==> src/rtl/fifoout_rd_sched_if.sv <==
// AXI read-address / read-data bundle between the DDR controller
// and the video-out FIFO read-burst scheduler.
interface fifoout_rd_sched_if #(
  parameter int ADDR_W = 28,
  parameter int DATA_W = 256
);
  logic [ADDR_W-1:0] axi_araddr;
  logic [7:0]        axi_arlen;
  logic              axi_arvalid;
  logic              axi_arready;
  logic [DATA_W-1:0] axi_rdata;
  logic              axi_rvalid;
  logic              axi_rlast;
  logic              axi_rready;

  modport master (
    output axi_araddr, axi_arlen, axi_arvalid, axi_rready,
    input  axi_arready, axi_rdata, axi_rvalid, axi_rlast
  );

  modport slave (
    input  axi_araddr, axi_arlen, axi_arvalid, axi_rready,
    output axi_arready, axi_rdata, axi_rvalid, axi_rlast
  );
endinterface

==> src/rtl/fifoout_rd_sched.sv <==
// DDR read-burst scheduler keeping the video-out FIFO topped up.
// FIFOOUT_PINGPONG_EN adds rd_buf_sel to pick one of two frame buffers.
module fifoout_rd_sched #(
  parameter int ADDR_W          = 28,
  parameter int DATA_W          = 256,
  parameter int LEVEL_W         = 9,
  parameter int BURST_LEN       = 16,
  parameter int FILL_LIMIT      = 224,
  parameter int MAX_OUTSTANDING = 2,
  parameter int FRAME_BEATS     = 115200,
  parameter int BASE_ADDR       = 0
) (
  input  logic               clk,
  input  logic               rst_n,
  input  logic               frame_start,
`ifdef FIFOOUT_PINGPONG_EN
  input  logic               rd_buf_sel,
`endif
  input  logic [LEVEL_W-1:0] wr_water_level,
  output logic               fifo_wr_en,
  output logic [DATA_W-1:0]  fifo_wr_data,
  output logic               busy,
  output logic               frame_err,
  fifoout_rd_sched_if.master axi
);

  localparam int LEN_W = $clog2(BURST_LEN + 1);
  localparam int RW    = $clog2(FRAME_BEATS + 1);
  localparam int PW    = LEVEL_W + 1;
  localparam int CW    = LEVEL_W + 2;
  localparam int OW    = $clog2(MAX_OUTSTANDING + 1);
  localparam int BSH   = $clog2(DATA_W / 8);
  localparam logic [ADDR_W-1:0] BASE  = ADDR_W'(BASE_ADDR);
  localparam logic [ADDR_W-1:0] FBYTE = ADDR_W'(FRAME_BEATS * (DATA_W / 8));

  typedef enum logic [1:0] {
    S_IDLE, S_CHECK, S_ISSUE, S_DRAIN
  } state_e;

  state_e            state_q, state_d;
  logic [ADDR_W-1:0] addr_q, addr_d;
  logic [ADDR_W-1:0] base_q, base_d;
  logic [RW-1:0]     remain_q, remain_d;
  logic [LEN_W-1:0]  len_q, len_d;
  logic              abort_q, abort_d;
  logic              err_q, err_d;
  logic              arvalid_q, arvalid_d;
  logic [ADDR_W-1:0] araddr_q, araddr_d;
  logic [7:0]        arlen_q, arlen_d;
  logic [PW-1:0]     pend_q;
  logic [OW-1:0]     outs_q;
  logic              rready_q;
  logic              beat_q;
  logic              wr_en_q;
  logic [DATA_W-1:0] wr_data_q;

  logic              ar_hs;
  logic              rd_beat;
  logic [LEN_W-1:0]  cur_len;
  logic              space_ok;
  logic              room_ok;
  logic [ADDR_W-1:0] base_new;

  assign ar_hs   = arvalid_q & axi.axi_arready;
  assign rd_beat = axi.axi_rvalid & rready_q;

  assign cur_len = (32'(remain_q) < 32'(BURST_LEN)) ?
                   LEN_W'(remain_q) : LEN_W'(BURST_LEN);

  assign space_ok = (CW'(wr_water_level) + CW'(pend_q) + CW'(cur_len))
                    <= CW'(FILL_LIMIT);
  assign room_ok  = 32'(outs_q) < 32'(MAX_OUTSTANDING);

`ifdef FIFOOUT_PINGPONG_EN
  assign base_new = rd_buf_sel ? BASE + FBYTE : BASE;
`else
  assign base_new = BASE;
`endif

  always_comb begin
    state_d   = state_q;
    addr_d    = addr_q;
    base_d    = base_q;
    remain_d  = remain_q;
    len_d     = len_q;
    abort_d   = abort_q;
    err_d     = err_q;
    arvalid_d = arvalid_q;
    araddr_d  = araddr_q;
    arlen_d   = arlen_q;
    unique case (state_q)
      S_IDLE: begin
        if (frame_start) begin
          base_d   = base_new;
          addr_d   = base_new;
          remain_d = RW'(FRAME_BEATS);
          state_d  = S_CHECK;
        end
      end
      S_CHECK: begin
        if (frame_start) begin
          err_d   = 1'b1;
          abort_d = 1'b1;
          base_d  = base_new;
          state_d = S_DRAIN;
        end else if (space_ok && room_ok) begin
          len_d     = cur_len;
          araddr_d  = addr_q;
          arlen_d   = 8'(cur_len - LEN_W'(1));
          arvalid_d = 1'b1;
          state_d   = S_ISSUE;
        end
      end
      S_ISSUE: begin
        // an abort here still lets the pending AR finish
        if (frame_start && !abort_q) begin
          err_d   = 1'b1;
          abort_d = 1'b1;
          base_d  = base_new;
        end
        if (ar_hs) begin
          arvalid_d = 1'b0;
          addr_d    = addr_q + (ADDR_W'(len_q) << BSH);
          remain_d  = remain_q - RW'(len_q);
          state_d   = (abort_d || remain_d == '0) ? S_DRAIN : S_CHECK;
        end
      end
      S_DRAIN: begin
        if (frame_start && !abort_q) begin
          err_d   = 1'b1;
          abort_d = 1'b1;
          base_d  = base_new;
        end
        if (outs_q == '0 && pend_q == '0) begin
          if (abort_d) begin
            abort_d  = 1'b0;
            addr_d   = base_d;
            remain_d = RW'(FRAME_BEATS);
            state_d  = S_CHECK;
          end else begin
            err_d   = 1'b0;
            state_d = S_IDLE;
          end
        end
      end
      default: state_d = S_IDLE;
    endcase
  end

  always_ff @(posedge clk or negedge rst_n) begin
    if (!rst_n) begin
      state_q   <= S_IDLE;
      addr_q    <= '0;
      base_q    <= '0;
      remain_q  <= '0;
      len_q     <= '0;
      abort_q   <= 1'b0;
      err_q     <= 1'b0;
      arvalid_q <= 1'b0;
      araddr_q  <= '0;
      arlen_q   <= '0;
      pend_q    <= '0;
      outs_q    <= '0;
      rready_q  <= 1'b0;
      beat_q    <= 1'b0;
      wr_en_q   <= 1'b0;
      wr_data_q <= '0;
    end else begin
      state_q   <= state_d;
      addr_q    <= addr_d;
      base_q    <= base_d;
      remain_q  <= remain_d;
      len_q     <= len_d;
      abort_q   <= abort_d;
      err_q     <= err_d;
      arvalid_q <= arvalid_d;
      araddr_q  <= araddr_d;
      arlen_q   <= arlen_d;
      // pending counts a beat until its FIFO write slot, kept or dropped
      pend_q    <= pend_q + (ar_hs ? PW'(len_q) : PW'(0)) - PW'(beat_q);
      outs_q    <= outs_q + OW'(ar_hs) - OW'(rd_beat & axi.axi_rlast);
      rready_q  <= 1'b1;
      beat_q    <= rd_beat;
      wr_en_q   <= rd_beat & ~abort_d;
      if (rd_beat) begin
        wr_data_q <= axi.axi_rdata;
      end
    end
  end

  assign axi.axi_araddr  = araddr_q;
  assign axi.axi_arlen   = arlen_q;
  assign axi.axi_arvalid = arvalid_q;
  assign axi.axi_rready  = rready_q;
  assign fifo_wr_en      = wr_en_q;
  assign fifo_wr_data    = wr_data_q;
  assign busy            = (state_q != S_IDLE);
  assign frame_err       = err_q;

endmodule

==> src/flat_wrapper.sv <==
// flat-port wrapper written by rule: the top's interface ports become plain ports
module fifoout_rd_sched_flat 
#(
  parameter int ADDR_W          = 28,
  parameter int DATA_W          = 256,
  parameter int LEVEL_W         = 9,
  parameter int BURST_LEN       = 16,
  parameter int FILL_LIMIT      = 224,
  parameter int MAX_OUTSTANDING = 2,
  parameter int FRAME_BEATS     = 115200,
  parameter int BASE_ADDR       = 0
)
  (clk, rst_n, frame_start, wr_water_level, fifo_wr_en, fifo_wr_data, busy, frame_err, axi_axi_araddr, axi_axi_arlen, axi_axi_arvalid, axi_axi_rready, axi_axi_arready, axi_axi_rdata, axi_axi_rvalid, axi_axi_rlast);
  fifoout_rd_sched_if #(.ADDR_W(ADDR_W), .DATA_W(DATA_W)) axi_i ();
  input  logic clk;
  input  logic rst_n;
  input  logic frame_start;
  input  logic [LEVEL_W-1:0] wr_water_level;
  output logic fifo_wr_en;
  output logic [DATA_W-1:0] fifo_wr_data;
  output logic busy;
  output logic frame_err;
  output wire logic [$bits(axi_i.axi_araddr)-1:0] axi_axi_araddr;
  output wire logic [$bits(axi_i.axi_arlen)-1:0] axi_axi_arlen;
  output wire logic [$bits(axi_i.axi_arvalid)-1:0] axi_axi_arvalid;
  output wire logic [$bits(axi_i.axi_rready)-1:0] axi_axi_rready;
  input wire logic [$bits(axi_i.axi_arready)-1:0] axi_axi_arready;
  input wire logic [$bits(axi_i.axi_rdata)-1:0] axi_axi_rdata;
  input wire logic [$bits(axi_i.axi_rvalid)-1:0] axi_axi_rvalid;
  input wire logic [$bits(axi_i.axi_rlast)-1:0] axi_axi_rlast;
  assign axi_axi_araddr = axi_i.axi_araddr;
  assign axi_axi_arlen = axi_i.axi_arlen;
  assign axi_axi_arvalid = axi_i.axi_arvalid;
  assign axi_axi_rready = axi_i.axi_rready;
  assign axi_i.axi_arready = axi_axi_arready;
  assign axi_i.axi_rdata = axi_axi_rdata;
  assign axi_i.axi_rvalid = axi_axi_rvalid;
  assign axi_i.axi_rlast = axi_axi_rlast;
  fifoout_rd_sched #(.ADDR_W(ADDR_W), .DATA_W(DATA_W), .LEVEL_W(LEVEL_W), .BURST_LEN(BURST_LEN), .FILL_LIMIT(FILL_LIMIT), .MAX_OUTSTANDING(MAX_OUTSTANDING), .FRAME_BEATS(FRAME_BEATS), .BASE_ADDR(BASE_ADDR)) u_core (.clk(clk), .rst_n(rst_n), .frame_start(frame_start), .wr_water_level(wr_water_level), .fifo_wr_en(fifo_wr_en), .fifo_wr_data(fifo_wr_data), .busy(busy), .frame_err(frame_err), .axi(axi_i));
endmodule
==> config.mk <==
export PLATFORM = sky130hd
export DESIGN_NAME = fifoout_rd_sched_flat
export DESIGN_NICKNAME = d
export VERILOG_FILES = /design/src/rtl/fifoout_rd_sched_if.sv /design/src/rtl/fifoout_rd_sched.sv /design/src/flat_wrapper.sv
export SDC_FILE = /design/constraint.sdc
export NUM_CORES = 1
export LEC_CHECK = 0
export ABC_CLOCK_PERIOD_IN_PS = 4900
export BUFFER_PORTS_ARGS = -buffer_cell sky130_fd_sc_hd__buf_2
export CORE_AREA = 2 2 218 220
export DETAILED_ROUTE_END_ITERATION = 10
export DIE_AREA = 0 0 220 222
export PLACE_DENSITY = 0.62
export SETUP_SLACK_MARGIN = 0.02
export SLEW_MARGIN = 0
export SYNTH_ARGS = -nofsm -noshare
export SYNTH_HDL_FRONTEND = slang
export SYNTH_SLANG_ARGS = --single-unit
==> constraint.sdc <==
create_clock -name clk -period 4.9 [get_ports clk]
set_input_delay 0.98 -clock clk [delete_from_list [all_inputs] [get_ports clk]]
set_output_delay 0.98 -clock clk [all_outputs]
set_load 0.05 [all_outputs]
Word-level counts from Yosys, hierarchy flattened
Index checks and enable logic that the tools add are counted.
{"block": "classes", "add_sub_neg": 9, "n_mul": 0, "eq_ne": 12, "n_reduce_logical": 20, "bitwise_logic": 6, "shift": 0, "n_lt_le_gt_ge": 3, "n_mux": 37, "div_mod_pow": 0}
{"op": "two-way mux 28 bit", "n": 5}
{"op": "case mux 28 bit (3 select lines)", "n": 1}
{"op": "two-way mux 17 bit", "n": 4}
{"op": "case mux 28 bit (2 select lines)", "n": 1}
{"op": "case mux 17 bit (3 select lines)", "n": 1}
{"op": "adder 28 x 10 -> 28 bit", "n": 1}
{"op": "zero test 17 bit", "n": 1}
{"op": "less-than comparator 17 x 5 -> 1 bit (second input constant)", "n": 1}
{"op": "subtractor 17 x 5 -> 17 bit", "n": 1}
{"op": "two-way mux 1 bit", "n": 13}
{"op": "two-way mux 2 bit", "n": 6}
{"op": "adder 11 x 5 -> 11 bit", "n": 1}
{"op": "adder 9 x 10 -> 11 bit", "n": 1}
{"op": "less-or-equal comparator 11 x 8 -> 1 bit (second input constant)", "n": 1}
{"op": "adder 10 bit", "n": 1}
{"op": "zero test 10 bit", "n": 1}
{"op": "two-way mux 5 bit", "n": 2}
{"op": "!= test 2 x 1 -> 1 bit (second input constant)", "n": 5}
{"op": "subtractor 10 x 1 -> 10 bit", "n": 1}
{"op": "case mux 2 bit (4 select lines)", "n": 1}
{"op": "AND reduction 4 bit", "n": 2}
{"op": "!= test 2 bit (second input constant)", "n": 3}
{"op": "case mux 1 bit (3 select lines)", "n": 2}
{"op": "nonzero test 3 bit", "n": 2}
{"op": "other kinds (19)", "n": 29}
{"block": "word_totals", "latchBits": 0, "mem_bits_rw": 0, "word_cells": 103, "regBits": 390, "output_inout_bits": 297, "mem_bits_ro": 0, "n_memories": 0}

Logic depth before layout (Yosys ltp)
{"block": "depth", "word_depth": 8, "ltp_mapped": 18, "depth_no_buf": 16}

Worst setup path before layout
No wires, ideal clock.
{"block": "synth_timing", "path_kind": "reg2reg", "startpoint": "register u_core.remain_q[9]", "endpoint": "register u_core.araddr_q[0] (netlist: u_core.axi.axi_araddr[0])", "arrival_time_ns": 4.721, "period_less_slack_ns": 4.846, "n_path_buf": 2, "setup_ns": 0.125, "slack_ns": 0.054, "path_stages_with_launch": 19, "path_cell_list": "dfrtp_1 or3_1 or4_1 clkbuf_1 nor3_4 nand2_1 inv_1 fa_1 ha_1 inv_1 fa_1 nor2b_4 o31a_1 or4_1 a41o_1 a31o_1 nor4_4 buf_6 mux2_4"}
{"block": "synth_via", "elab_chain_len": 6}
{"element": "from (decl)", "line": "fifoout_rd_sched.sv:43", "text": "logic [RW-1:0] remain_q, remain_d;"}
{"element": "from (signal assigned)", "line": "fifoout_rd_sched.sv:172", "text": "remain_q <= remain_d;"}
{"element": "less-than comparator 17 x 5 -> 1 bit", "line": "fifoout_rd_sched.sv:67", "text": "assign cur_len = (32'(remain_q) < 32'(BURST_LEN)) ?"}
{"element": "two-way mux 5 bit", "line": "fifoout_rd_sched.sv:67"}
{"element": "via u_core.cur_len[1]", "line": "fifoout_rd_sched.sv:59", "text": "logic [LEN_W-1:0] cur_len;"}
{"element": "adder 11 x 5 -> 11 bit", "line": "fifoout_rd_sched.sv:70", "text": "assign space_ok = (CW'(wr_water_level) + CW'(pend_q) + CW'(cur_len))"}
{"element": "less-or-equal comparator 11 x 8 -> 1 bit", "line": "fifoout_rd_sched.sv:71", "text": "<= CW'(FILL_LIMIT);"}
{"element": "logical AND 1 bit", "line": "fifoout_rd_sched.sv:106", "text": "end else if (space_ok && room_ok) begin"}
{"element": "AND reduction 3 bit (no source line)"}
{"element": "to (signal assigned)", "line": "fifoout_rd_sched.sv:177", "text": "araddr_q <= araddr_d;"}
{"element": "to (decl)", "line": "fifoout_rd_sched.sv:48", "text": "logic [ADDR_W-1:0] araddr_q, araddr_d;"}
The timed path passes the listed nets, and every way through them passes these cells.
A chain may end at the register's enable or synchronous reset.

Worst setup path after layout
{"block": "layout_timing", "startpoint": "register u_core.remain_q[9]", "endpoint": "register u_core.araddr_q[23] (netlist: u_core.axi.axi_araddr[23])"}
Same word-level chain as after synthesis.

==> impl_metrics.tcl <==
set metrics [dict create \
    final_nets 2163 \
    port_buffers 567 \
    post_synth_num_cell_types 71 \
    worst_slew_margin_rel 0.2475 \
    end_kind "flop" \
    ctsHtreeMaxLevel 2 \
    library_cell_occupying_the_most_area_in_the_post_synthesis_netlist "sky130_fd_sc_hd__dfrtp_1" \
    r2r.worst_path.cells 18 \
    net-switching-power_mw 4.479 \
    cpLargestDelayFamily "simple AND/OR/NAND/NOR gates" \
    die_x_um 220 \
    setup_violations 0 \
    final_max_slew_viol_count 0 \
    cts_hold_buffers 0 \
    slowest_stage "sky130_fd_sc_hd__fa_1" \
    max_slew.worst_pin.slew_ns 1.125 \
    portion_of_the_post_synthesis_area_used_by_sequential_elements 0.5821 \
    cp_cell_sequence "or3_4 -> or4_4 -> nor3_4 -> buf_6 -> buf_6 -> inv_2 -> fa_1 -> ha_1 -> o21a_1 -> o31a_1 -> or4_1 -> a41o_1 -> a31o_1 -> nor4_4 -> buf_4 -> buf_6 -> buf_12 -> mux2_4" \
    min_path_cells 1 \
    rsz0062_at_grt "true" \
    path_class "reg -> reg" \
    route.final.wire_length_mm 52.85 \
    place_area_um2 20350 \
    finalHoldWorstSlack_ns 0.4979 \
    cts_sinks 388 \
    post_synth_main_area_contributors "sky130_fd_sc_hd__dfrtp_1 58%, sky130_fd_sc_hd__mux2_2 17%, sky130_fd_sc_hd__ha_1 3.2%, sky130_fd_sc_hd__mux2_4 3.1%, sky130_fd_sc_hd__o21ai_0 1.8%" \
    clock-skew-final_ns 0.01124 \
    cp.arrival_ns 5.27 \
    yosysTopAreaCellShare 0.5821 \
    yosys.cell_count.top_type "sky130_fd_sc_hd__dfrtp_1" \
    grtUsageTotal 0.2143 \
    async_flop_share 1.000 \
    number_of_max_capacitance_violations_reported 0 \
    dieHeight_um 222 \
    clock_insertion_delay_worst_skew_ns 0.56 \
    leakagePower_nw 10.80 \
    fin_area_um2 22160 \
    combinationalPowerShare 0.354 \
    outcome "finished, final reports clean" \
    dr_total_vias 12280 \
    sequentialPowerShare 0.349 \
    synth_enable_flop_cells 0 \
    grt_start_max_net_pins 121 \
    synthesis.yosys.warnings 0 \
    antenna_found_initial 36 \
    cp_common_cell "sky130_fd_sc_hd__buf_6" \
    viasPerCell 4.940 \
    drt_pre_antenna_iters 5 \
    regToRegStartpoint "u_core.remain_q[9]" \
    holdCritPathClass "reg -> reg" \
    detail_route.drc_violations 0 \
    synth_common_cells "388 x sky130_fd_sc_hd__dfrtp_1, 257 x sky130_fd_sc_hd__mux2_2, 61 x sky130_fd_sc_hd__o21ai_0" \
    switching_share 0.3769 \
    buffers_and_inverters_on_the_worst_path 6 \
    dp_hpwl_mm 40.36 \
    grt_pass1_wl_mm 79.45 \
    critical_path.reg2reg.endpoint "u_core.axi.axi_araddr[23]" \
    grt_overflow_total 0 \
    p_clk_frac 0.297 \
    worst_setup_hold_path_clk_slew_ns 0.06 \
    n_fill_cell 4193 \
    timing.reg2reg.setup_slack_ns 0.07 \
    syn-mean-instance-area_um2 13.46 \
    share_of_post_route_cells_with_drive_strength_above_1 0.5331 \
    final_routed_wire_length_divided_by_cell_count_um 21.26 \
    min_period_over_period 0.9852 \
    timing.hold.worst.start "u_core.base_q[6]" \
    synthToLayoutAreaGrowth_pct 32.85 \
    cp_data_required_time_ns 5.34 \
    io-pin-count 568 \
    yosys_register_bits 388 \
    core_area_um2 46260 \
    dominant_synthesized_flop_cell "sky130_fd_sc_hd__dfrtp_1" \
    timing.critical_path.slowest_cell_delay_ns 0.46 \
    place.gp.congestion 0.8854 \
    p_int_mw 7.404 \
    tritoncts "built" \
    fmax_ghz 0.2071 \
    maximum_net_fanout_on_the_critical_path 5 \
    initial_standard_cell_utilization_of_the_core 0.3606 \
    cts_root_buffer "sky130_fd_sc_hd__clkbuf_16" \
    fin_crit_ns 4.828 \
    p_per_area_nw_per_um2 536.2 \
    detail-route-antenna-nets 0 \
    via_count_of_the_first_global_routing_pass 12620 \
    floorplan.rows 79 \
    timing.critical_path.from_type "flop" \
    drt-initial-drc-count 612 \
    worst_hold_path.endpoint "u_core.base_q[6]" \
    post_synth_inst_count 1239 \
    cts_inserted_buffers 45 \
    cts-root-to-sink-buffers 3 \
    final_hold_viol_count 0 \
    floorplan_die_area_um2 48840 \
    synthesized_netlist_net_count 1561 \
    worst_ir_drop_vdd_uv 327.6 \
    mappedNetlistArea_um2 16680 \
]
cell type report:
cell class / instances / area [um2] / share of cell area
clock inverters: 13 / 221.5 / 0.009993
flip-flops and latches: 388 / 9709 / 0.4381
inverters: 58 / 217.7 / 0.009824
well taps: 607 / 759.5 / 0.03427
repair buffers: 613 / 3354 / 0.1514
clock buffers: 65 / 1334 / 0.06019
diodes: 7 / 17.52 / 0.0007904
multi-input cells: 735 / 6548 / 0.2954
power groups by stage:
stage               Combinational, mW  Sequential [mW]  Clock [mW]
global placement                 4.09             4.17           0
CTS                              4.21             4.15        3.62
floorplan                        1.75             5.35           0
detailed placement               4.17             4.20           0
global route                     4.50             4.22        3.75
finish                           4.20             4.15        3.53
logic make-up after synthesis:
logic type | after synthesis | share of synthesized area
xor gates and xnor gates | 22 | 0.01155
muxes | 297 | 0.2077
other | 1 | 0.0002248
adders and majority gates | 51 | 0.04185
and+or+nand+nor | 188 | 0.06061
buffers and inverters | 116 | 0.02865
DFF | 388 | 0.5821
AOI/OAI and AO/OA | 176 | 0.06736
worst max-delay path by stage:
stage	from	endpoint	slack, ns	depth (start not counted)
3_3_place_gp	u_core.remain_q[9]	u_core.axi.axi_araddr[4]	0.03	17
2_1_floorplan	u_core.remain_q[9]	u_core.axi.axi_araddr[0]	0.05	18
4_1_cts	u_core.remain_q[9]	u_core.axi.axi_araddr[17]	0.03	19
3_5_place_dp	u_core.remain_q[9]	u_core.axi.axi_araddr[18]	-0.07	17
5_1_grt	u_core.remain_q[9]	u_core.axi.axi_araddr[17]	-0.09	19
6_report	u_core.remain_q[9]	u_core.axi.axi_araddr[23]	0.07	18
metal layers:
layer | routed length, um | share of wire | vias up | GRT usage
met1 | 20490 | 0.39 | 6148 | 0.2560
li1 | - | - | 5600 | -
met3 | 4022 | 0.076 | 119 | 0.07888
met2 | 26680 | 0.50 | 364 | 0.3648
met5 | 316 | 0.0060 | - | 0
met4 | 1339 | 0.025 | 50 | 0.05131
registers in the layout, indices dropped and copies added, names as in the netlist:
signal	cells
u_core.base_q	28
u_core.remain_q	17
u_core.axi.axi_rready	1
u_core.pend_q	10
u_core.axi.axi_arlen	6
u_core.axi.axi_araddr	28
u_core.beat_q	1
u_core.fifo_wr_en	1
u_core.state_q	2
u_core.addr_q	28
u_core.axi.axi_arvalid	1
u_core.len_q	5
u_core.fifo_wr_data	256
u_core.frame_err	1
u_core.outs_q	2
u_core.abort_q	1
layout by cell type, fill, tap and decap left out, types with 6 or more instances in the layout:
cell type,n
sky130_fd_sc_hd__buf_2,566
sky130_fd_sc_hd__dfrtp_1,388
sky130_fd_sc_hd__mux2_2,257
sky130_fd_sc_hd__o21ai_0,61
sky130_fd_sc_hd__inv_1,54
sky130_fd_sc_hd__clkbuf_16,49
sky130_fd_sc_hd__nand2_1,41
sky130_fd_sc_hd__ha_1,41
sky130_fd_sc_hd__nor2_1,38
sky130_fd_sc_hd__mux2_4,34
sky130_fd_sc_hd__a21oi_1,32
sky130_fd_sc_hd__nor2b_1,31
sky130_fd_sc_hd__buf_4,31
sky130_fd_sc_hd__xnor2_1,15
sky130_fd_sc_hd__nand3_1,13
sky130_fd_sc_hd__and3_1,10
sky130_fd_sc_hd__a21o_1,10
sky130_fd_sc_hd__clkbuf_8,9
sky130_fd_sc_hd__clkbuf_1,9
sky130_fd_sc_hd__diode_2,7
sky130_fd_sc_hd__nor3_1,7
sky130_fd_sc_hd__nor4_1,7
sky130_fd_sc_hd__a32oi_1,7
sky130_fd_sc_hd__fa_1,7
sky130_fd_sc_hd__buf_12,7
sky130_fd_sc_hd__o21bai_1,6
sky130_fd_sc_hd__xor2_1,6
sky130_fd_sc_hd__a211oi_1,6
sky130_fd_sc_hd__mux2i_1,6
sky130_fd_sc_hd__a31oi_1,6
sky130_fd_sc_hd__bufinv_16,6
repair_timing:
item | CTS | global route
endpoints found under the hold margin | 0 | 0
gates resized for setup | 9 | 10
buffers inserted | 6 | 2
setup endpoints to repair | 35 | 39
gates cloned | 2 | 3
pin swaps | 5 | 5
worst register-to-register path: stages (launching register included):
cell and delay [ns]:
sky130_fd_sc_hd__dfrtp_1 0.38, sky130_fd_sc_hd__or3_4 0.39, sky130_fd_sc_hd__or4_4 0.45, sky130_fd_sc_hd__nor3_4 0.33, sky130_fd_sc_hd__buf_6 0.15, sky130_fd_sc_hd__buf_6 0.09, sky130_fd_sc_hd__inv_2 0.04, sky130_fd_sc_hd__fa_1 0.46
sky130_fd_sc_hd__ha_1 0.34, sky130_fd_sc_hd__o21a_1 0.19, sky130_fd_sc_hd__o31a_1 0.11, sky130_fd_sc_hd__or4_1 0.41, sky130_fd_sc_hd__a41o_1 0.26, sky130_fd_sc_hd__a31o_1 0.22, sky130_fd_sc_hd__nor4_4 0.16, sky130_fd_sc_hd__buf_4 0.20
sky130_fd_sc_hd__buf_6 0.13, sky130_fd_sc_hd__buf_12 0.12, sky130_fd_sc_hd__mux2_4 0.29
through the flow:
step	cells	setup slack, ns	total power [mW]	setup TNS (ns)	util
6_report	2486	0.07228	11.88	0	0.4791
3_5_place_dp	2388	-0.07202	8.372	-1.967	0.4399
5_1_grt	2479	-0.09158	12.48	-1.642	0.4787
4_1_cts	2474	0.03239	11.97	0	0.4762
3_3_place_gp	2388	0.03093	8.265	0	0.4399
2_1_floorplan	1239	0.05416	7.100	0	-
Note: power is estimated with default switching activity, not from simulation.
